**src/rtl/serial_frame_txrx.sv**
```systemverilog
// Full-duplex serial frame transceiver: start bit, 2*width_byte data bits LSB first, stop bit.
// Received words are accumulated into a saturating sum; loopback routes TX back into RX.
module serial_frame_txrx #(
  parameter int width_byte   = 8,
  parameter int words        = 8,
  parameter int clks_per_bit = 16
) (
  input  logic                            clk,
  input  logic                            rst,
  input  logic                            i_rx_0,
  input  logic                            i_loopback,
  input  logic [2*width_byte-1:0]         i_tx_data,
  input  logic                            i_tx_valid,
  output logic                            o_tx_ready,
  output logic                            o_tx_0,
  output logic [2*width_byte-1:0]         o_rx_data,
  output logic                            o_rx_valid,
  output logic                            o_rx_err,
  output logic [2*width_byte+words-1:0]   o_sum
);

  localparam int DW = 2 * width_byte;
  localparam int SW = DW + words;
  localparam int CW = $clog2(clks_per_bit);
  localparam int BW = $clog2(DW);

  localparam logic [CW-1:0] BIT_LAST  = CW'(clks_per_bit - 1);
  localparam logic [CW-1:0] HALF_LAST = CW'(clks_per_bit / 2 - 1);
  localparam logic [BW-1:0] DATA_LAST = BW'(DW - 1);

  localparam logic [1:0] ST_IDLE  = 2'd0;
  localparam logic [1:0] ST_START = 2'd1;
  localparam logic [1:0] ST_DATA  = 2'd2;
  localparam logic [1:0] ST_STOP  = 2'd3;

  // Transmitter state
  logic [1:0]    tx_state_q, tx_state_d;
  logic [CW-1:0] tx_cnt_q, tx_cnt_d;
  logic [BW-1:0] tx_bit_q, tx_bit_d;
  logic [DW-1:0] tx_shift_q, tx_shift_d;
  logic          tx_line_q, tx_line_d;

  // Receiver state
  logic          sync1_q, sync1_d;
  logic          sync2_q, sync2_d;
  logic [1:0]    rx_state_q, rx_state_d;
  logic [CW-1:0] rx_cnt_q, rx_cnt_d;
  logic [BW-1:0] rx_bit_q, rx_bit_d;
  logic [DW-1:0] rx_shift_q, rx_shift_d;
  logic [DW-1:0] rx_data_q, rx_data_d;
  logic          rx_valid_q, rx_valid_d;
  logic          rx_err_q, rx_err_d;
  logic [SW-1:0] sum_q, sum_d;
  logic [SW:0]   sum_ext;

  // NOTE: every always_comb output gets a default first so no path leaves it unassigned (no latch).
  always_comb begin
    tx_state_d = tx_state_q;
    tx_cnt_d   = tx_cnt_q;
    tx_bit_d   = tx_bit_q;
    tx_shift_d = tx_shift_q;
    tx_line_d  = tx_line_q;
    case (tx_state_q)
      ST_IDLE: begin
        tx_line_d = 1'b1;
        if (i_tx_valid) begin
          tx_state_d = ST_START;
          tx_shift_d = i_tx_data;
          tx_line_d  = 1'b0;
          tx_cnt_d   = '0;
        end
      end
      ST_START: begin
        if (tx_cnt_q == BIT_LAST) begin
          tx_cnt_d   = '0;
          tx_bit_d   = '0;
          tx_state_d = ST_DATA;
          tx_line_d  = tx_shift_q[0];
        end else begin
          tx_cnt_d = tx_cnt_q + 1'b1;
        end
      end
      ST_DATA: begin
        if (tx_cnt_q == BIT_LAST) begin
          tx_cnt_d = '0;
          if (tx_bit_q == DATA_LAST) begin
            tx_state_d = ST_STOP;
            tx_line_d  = 1'b1;
          end else begin
            tx_bit_d   = tx_bit_q + 1'b1;
            tx_shift_d = tx_shift_q >> 1;
            tx_line_d  = tx_shift_q[1];
          end
        end else begin
          tx_cnt_d = tx_cnt_q + 1'b1;
        end
      end
      ST_STOP: begin
        if (tx_cnt_q == BIT_LAST) begin
          tx_cnt_d   = '0;
          tx_state_d = ST_IDLE;
        end else begin
          tx_cnt_d = tx_cnt_q + 1'b1;
        end
      end
    endcase
  end

  // Sum widened by one bit so the carry out signals saturation.
  assign sum_ext = {1'b0, sum_q} + (SW + 1)'(rx_shift_q);

  always_comb begin
    sync1_d    = i_loopback ? tx_line_q : i_rx_0;
    sync2_d    = sync1_q;
    rx_state_d = rx_state_q;
    rx_cnt_d   = rx_cnt_q;
    rx_bit_d   = rx_bit_q;
    rx_shift_d = rx_shift_q;
    rx_data_d  = rx_data_q;
    rx_valid_d = 1'b0;
    rx_err_d   = 1'b0;
    sum_d      = sum_q;
    case (rx_state_q)
      ST_IDLE: begin
        if (!sync2_q) begin
          rx_state_d = ST_START;
          rx_cnt_d   = '0;
        end
      end
      ST_START: begin
        if (rx_cnt_q == HALF_LAST) begin
          rx_cnt_d   = '0;
          rx_bit_d   = '0;
          rx_state_d = sync2_q ? ST_IDLE : ST_DATA;
        end else begin
          rx_cnt_d = rx_cnt_q + 1'b1;
        end
      end
      ST_DATA: begin
        if (rx_cnt_q == BIT_LAST) begin
          rx_cnt_d   = '0;
          rx_shift_d = {sync2_q, rx_shift_q[DW-1:1]};
          if (rx_bit_q == DATA_LAST) rx_state_d = ST_STOP;
          else                       rx_bit_d   = rx_bit_q + 1'b1;
        end else begin
          rx_cnt_d = rx_cnt_q + 1'b1;
        end
      end
      ST_STOP: begin
        if (rx_cnt_q == BIT_LAST) begin
          rx_cnt_d   = '0;
          rx_state_d = ST_IDLE;
          if (sync2_q) begin
            rx_data_d  = rx_shift_q;
            rx_valid_d = 1'b1;
            sum_d      = sum_ext[SW] ? '1 : sum_ext[SW-1:0];
          end else begin
            rx_err_d = 1'b1;
          end
        end else begin
          rx_cnt_d = rx_cnt_q + 1'b1;
        end
      end
    endcase
  end

  // NOTE: sequential state uses non-blocking assignments so all flops update together at the edge.
  always_ff @(posedge clk) begin
    if (!rst) begin
      tx_state_q <= ST_IDLE;
      tx_cnt_q   <= '0;
      tx_bit_q   <= '0;
      tx_shift_q <= '0;
      tx_line_q  <= 1'b1;
      sync1_q    <= 1'b1;
      sync2_q    <= 1'b1;
      rx_state_q <= ST_IDLE;
      rx_cnt_q   <= '0;
      rx_bit_q   <= '0;
      rx_shift_q <= '0;
      rx_data_q  <= '0;
      rx_valid_q <= 1'b0;
      rx_err_q   <= 1'b0;
      sum_q      <= '0;
    end else begin
      tx_state_q <= tx_state_d;
      tx_cnt_q   <= tx_cnt_d;
      tx_bit_q   <= tx_bit_d;
      tx_shift_q <= tx_shift_d;
      tx_line_q  <= tx_line_d;
      sync1_q    <= sync1_d;
      sync2_q    <= sync2_d;
      rx_state_q <= rx_state_d;
      rx_cnt_q   <= rx_cnt_d;
      rx_bit_q   <= rx_bit_d;
      rx_shift_q <= rx_shift_d;
      rx_data_q  <= rx_data_d;
      rx_valid_q <= rx_valid_d;
      rx_err_q   <= rx_err_d;
      sum_q      <= sum_d;
    end
  end

  assign o_tx_ready = (tx_state_q == ST_IDLE);
  assign o_tx_0     = i_loopback | tx_line_q;
  assign o_rx_data  = rx_data_q;
  assign o_rx_valid = rx_valid_q;
  assign o_rx_err   = rx_err_q;
  assign o_sum      = sum_q;

endmodule

```
**config.mk**
```make
export PLATFORM = sky130hd
export DESIGN_NAME = serial_frame_txrx
export DESIGN_NICKNAME = d
export VERILOG_FILES = /design/src/rtl/serial_frame_txrx.sv
export SDC_FILE = /design/constraint.sdc
export NUM_CORES = 1
export LEC_CHECK = 0
export ABC_CLOCK_PERIOD_IN_PS = 2400
export CAP_MARGIN = 20
export CORE_MARGIN = 5
export CORE_UTILIZATION = 47
export CTS_CLUSTER_SIZE = 14
export DETAILED_ROUTE_END_ITERATION = 6
export DONT_BUFFER_PORTS = 1
export MAX_ROUTING_LAYER = met4
export PLACE_DENSITY_LB_ADDON = 0.05
export SYNTH_ARGS = -nofsm -noshare
export SYNTH_HDL_FRONTEND = slang
export SYNTH_SLANG_ARGS = --single-unit
```
**constraint.sdc**
```tcl
create_clock -name clk -period 2.4 [get_ports clk]
set_input_delay 0.24 -clock clk [delete_from_list [all_inputs] [get_ports clk]]
set_output_delay 0.24 -clock clk [all_outputs]
set_load 0.1 [all_outputs]
```
# Word level (Yosys, flattened, before mapping)
# Index checks and enable logic that the tools add are counted.
[classes] muxes=41 bitwise_logic=1 n_addsub=5 n_reduce_logical=17 n_eq_ne=23
[op_table] op="$mux W16" count=3
[op_table] op="$mux W4" count=11
[op_table] op="$pmux W16 S2" count=1
[op_table] op="$add A24 B16 Y25" count=1
[op_table] op="$mux W24" count=1
[op_table] op="$ne A2 B2 Y1 const B" count=12
[op_table] op="$pmux W4 S2" count=3
[op_table] op="$mux W2" count=11
[op_table] op="$add A4 B1 Y4 const B" count=4
[op_table] op="$eq A4 B4 Y1 const B" count=4
[op_table] op="$pmux W2 S4" count=2
[op_table] op="$pmux W4 S3" count=1
[op_table] op="$reduce_and A4 Y1" count=3
[op_table] op="$reduce_and A5 Y1" count=2
[op_table] op="$reduce_and A3 Y1" count=3
[op_table] op="$eq A2 B2 Y1 const B" count=4
[op_table] op="$mux W1" count=7
[op_table] op="$reduce_bool A2 Y1" count=3
[op_table] op="$eq A2 B1 Y1 const B" count=2
[op_table] op="$eq A4 B3 Y1 const B" count=1
[op_table] op="$logic_not A2 Y1" count=2
[op_table] op="$pmux W1 S3" count=1
[op_table] op="$reduce_bool A3 Y1" count=1
[op_table] op="$reduce_or A3 Y1" count=1
[op_table] op="3 further kinds" count=3
[totals] output_inout_bits=44 in_bits=21 wordCells=102 reg_bits=97

# Longest topological paths before layout
[logic_depth] depth_word=4 mapped_depth=9

# Worst setup path before layout
# OpenSTA, ideal clock, no wires.
[synth_timing] kind="reg2reg" startpoint="register sum_q[11], in the netlist o_sum[11]" endpoint="register sum_q[17], in the netlist o_sum[17]" arrival_time_ns=2.793 setup_ns=0.124 stages_incl_launch_ff=10 path_slack_ns=-0.516 period_less_slack_ns=2.916 path_cell_list="dfxtp_1 -> ha_1 -> buf_2 -> and2_4 -> a221o_1 -> a311oi_4 -> nor3_2 -> buf_6 -> nor4b_2 -> nor3_1"
[synth_between] elab_chain_cells=2
[synth_lines] element="start, declared" line="53" text="logic [SW-1:0] sum_q, sum_d;"
[synth_lines] element="start signal, assigned" line="200" text="sum_q <= sum_d;"
[synth_lines] element="$add A24 B16 Y25" line="110" text="assign sum_ext = {1'b0, sum_q} + (SW + 1)'(rx_shift_q);"
[synth_lines] element="$mux W24" line="156" text="sum_d = sum_ext[SW] ? '1 : sum_ext[SW-1:0];"
# Every way passes these cells.
# A chain may end at the register's enable or synchronous reset.

# Worst setup path after layout
[layout_timing] startpoint="register sum_q[0], in the netlist o_sum[0]" endpoint="register sum_q[17], in the netlist o_sum[17]"
# The elaborated chain is that of the path after synthesis.

==> impl_metrics.py <==
metrics = {
    "outcome": {
        "status": "finished clean",
    },
    "pwr": {
        "p_leak_nw": 2.35,
        "power_density_nw_per_um2": 649,
        "power_mw": 3.81,
        "ir_drop_v": 0.00109,
    },
    "layout": {
        "seq_area_um2": 1980,
        "fin_cells": 790,
        "antennaDiodeCount": 0,
        "multi_input_area_um2": 2800,
        "nets": 697,
        "nFillCells": 962,
        "syn_to_final_growth_pct": 22.0,
        "drive_gt1_share_pct": 22.3,
    },
    "yosys": {
        "synth_flop_cell": "dfxtp_1",
        "ys_warn_count": 0,
        "ys_types": 60,
        "ys_seq_area_share_pct": 40.3,
        "async_flop_share_pct": 0,
        "synthMuxAreaShare_pct": 4.36,
        "synth_edf_count": 0,
        "avgSynthCellArea_um2": 8.35,
        "syn_inst": 577,
        "synth.cell_area_um2": 4820,
        "synth-compound-area-share_pct": 21.5,
        "synthAdderAreaFrac_pct": 6.91,
        "synth_seq_cells": 97,
        "synth_xor_area_share_pct": 3.64,
        "synth_top_family_by_area": "compound AO/OA/AOI/OAI gates",
        "syn-num-nets": 624,
        "synthSimpleGateAreaFrac_pct": 19.9,
    },
    "global_routing": {
        "antenna_found_initial": 0,
        "grt_start_max_net_pins": 48,
        "gr-total-overflow": 0,
        "grt_pass1_vias": 4347,
        "grt_pass1_wl_um": 20600,
        "grt_use_total_pct": 20.5,
    },
    "clocking": {
        "clock-root-buffer": "clkbuf_8",
        "cts_buffers": 9,
        "cts_sinks": 97,
        "clk_pin_slew_ns": 0.10,
        "cts_buffer_depth": 2,
        "cts_tree": "yes",
        "h-tree-depth": 3,
        "clock_latency_ns": 0.37,
    },
    "critical_path": {
        "cp-end-kind": "flip-flop",
        "path_cells": "ha_4 -> fa_2 -> a211oi_4 -> o211ai_1 -> a311oi_4 -> nor3_4 -> buf_4 -> nor4b_2 -> nor3_1",
        "r2r-end": "o_sum[17]$_SDFFE_PN0P_",
        "r2r-start": "o_sum[0]$_SDFFE_PN0P_",
        "slowest_delay_ns": 0.36,
        "crit_fanout": 4,
        "crit_type": "reg -> reg",
        "worstPathArrival_ns": 2.57,
        "cp_slowest_cell": "dfxtp_4",
        "crit_required_ns": 2.66,
        "r2r_cells": 9,
        "start_kind": "flip-flop",
        "reg2reg_slack_ns": 0.09,
    },
    "drt": {
        "drc_errors": 0,
        "ant_nets": 0,
        "first_iter_violations": 192,
        "wl_um": 11900,
        "via_per_inst": 5.42,
        "routedWlPerCell_um": 15.1,
        "drtPass1Iterations": 4,
        "route.vias.total": 4279,
    },
    "timing": {
        "finalClockSkew_ns": 0.0136,
        "hold_viol": 0,
        "whs_ns": 0.0447,
        "fin_crit_sh_pct": 96.1,
        "relSlewSlack_pct": 45.3,
        "slew_violations": 0,
        "fmax_mhz": 434,
        "setup_viol": 0,
        "fin_crit_ns": 2.31,
        "worst_slew_pin_slew_ns": 0.818,
    },
    "min_path": {
        "min_to": "tx_shift_q[15]$_SDFFE_PN0P_",
        "hold_depth": 2,
        "hp-class": "in -> reg",
        "min_from": "i_tx_valid",
    },
    "floorplanning": {
        "io_pins": 65,
        "design.core.area_um2": 10100,
        "die_width_um": 111,
        "fp.dieH_um": 111,
        "dieArea_um2": 12400,
        "std_cell_rows": 37,
        "start_util_pct": 47.5,
    },
    "job": {
        "max_cap_viol_count": 0,
    },
    "place": {
        "port_buffers": 0,
        "placed_cells": 769,
        "dpl.hpwl_um": 8600,
        "place.gp.congestion": 0.818,
    },
}
==> sequential cells by signal, indices dropped and copies added, names as in the netlist, named ones only <==
signal / flops
rx_state_q: 1
rx_cnt_q: 4
tx_line_q: 1
o_rx_err: 1
o_sum: 24
tx_state_q: 2
tx_cnt_q: 4
sync2_q: 1
o_rx_valid: 1
tx_bit_q: 4
o_rx_data: 16
rx_shift_q: 16
sync1_q: 1
rx_bit_q: 4
tx_shift_q: 16
==> per-layer routing <==
layer / GRT usage (%) / up-vias / wire length, um
met1: 25.5 / 1989 / 5620
li1: - / 2204 / -
met5: - / - / 0
met2: 32.6 / 77 / 5440
met3: 5.95 / 9 / 709
met4: 5.35 / 0 / 123
==> cell type report <==
type	count	share of cell area, %
clock inverters	6	0.746
clock buffers	9	2.11
flip-flops and latches	97	33.7
repair buffers	95	12.5
inverters	6	0.383
multi-input cells	441	47.6
well taps	136	2.90
==> cell usage in the layout (no fill, tap or decap), types with 6 or more instances in the layout <==
cell	n
a21oi_1	67
nor3_1	12
nor2_1	54
dfxtp_1	80
clkbuf_8	9
o211ai_1	6
nand3_1	16
xor2_1	15
a31oi_1	6
dfxtp_4	6
ha_1	22
nand2_1	86
o21ai_0	32
mux2i_1	21
buf_4	90
dfxtp_2	11
a211oi_1	20
==> cells in the mapped netlist (all sizes together), types with 4 or more instances <==
cell	number	area, um^2
dfxtp	97	1940
nor3	15	80.1
ha	25	313
a211oi	22	165
a21o	5	37.5
buf	11	57.6
o21ai	35	175
and3	4	25.0
nand2b	4	25.0
xor2	15	131
xnor2	5	43.8
nor2	56	218
clkbuf	22	82.6
nand2	86	323
inv	6	22.5
nand4	4	25.0
a21oi	68	352
a31oi	6	37.5
mux2i	21	210
nand3	16	80.1
o21a	4	30.0
o211ai	6	45.0
==> worst max-delay path: cells and delay by family, from the launching register on <==
| kind | cells | cell delay [ns] |
|---|---|---|
| and+or+nand+nor | 3 | 0.41 |
| buffers and inverters | 1 | 0.16 |
| adders and majority gates | 2 | 0.52 |
| AOI/OAI and AO/OA | 3 | 0.75 |
| DFF | 1 | 0.36 |
==> cells by family after synthesis <==
group / count (synthesis)
buf+inv: 39
xor+xnor: 20
simple gates: 208
fa+ha+maj: 26
compound gates: 166
flops: 97
mux: 21
==> worst max path at each step <==
stage / to / startpoint / slack (ns) / depth (start not counted)
4_1_cts: o_sum[21]$_SDFFE_PN0P_ / o_sum[1]$_SDFFE_PN0P_ / 0.03 / 8
2_1_floorplan: o_sum[17]$_SDFFE_PN0P_ / o_sum[9]$_SDFFE_PN0P_ / 0.004 / 8
5_1_grt: o_sum[21]$_SDFFE_PN0P_ / rx_shift_q[3]$_SDFFE_PN0P_ / -0.02 / 7
6_report: o_sum[17]$_SDFFE_PN0P_ / o_sum[0]$_SDFFE_PN0P_ / 0.09 / 9
3_5_place_dp: o_sum[21]$_SDFFE_PN0P_ / rx_shift_q[0]$_SDFFE_PN0P_ / -0.21 / 8
3_3_place_gp: o_sum[21]$_SDFFE_PN0P_ / rx_shift_q[0]$_SDFFE_PN0P_ / -0.06 / 8
==> per-stage QoR <==
step / setup WS [ns] / TNS [ns] / utilization, % / instance area [um^2]
2_1_floorplan: 0.00354 / 0 / - / 4880
3_3_place_gp: -0.0644 / -0.0644 / 55.1 / 5590
3_5_place_dp: -0.211 / -0.643 / 55.1 / 5590
4_1_cts: 0.0332 / 0 / 57.4 / 5820
5_1_grt: -0.0158 / -0.0166 / 57.9 / 5870
6_report: 0.0934 / 0 / 57.9 / 5870
==> power breakdown <==
part / total, mW / internal [mW] / leakage (nW) / switching [mW]
clock network: 0.967 / 0.375 / 0.0854 / 0.592
registers: 1.83 / 1.74 / 0.797 / 0.0888
logic: 1.01 / 0.377 / 1.46 / 0.635
==> timing repair <==
action | 4_1_cts | 5_1_grt
pin swaps | 1 | 5
hold buffers | 3 | 0
hold endpoints to repair | 21 | 0
resized for setup | 1 | 9
setup endpoints to repair | 15 | 23
buffers inserted | 2 | 1
Note: power is estimated with default switching activity, not from simulation.
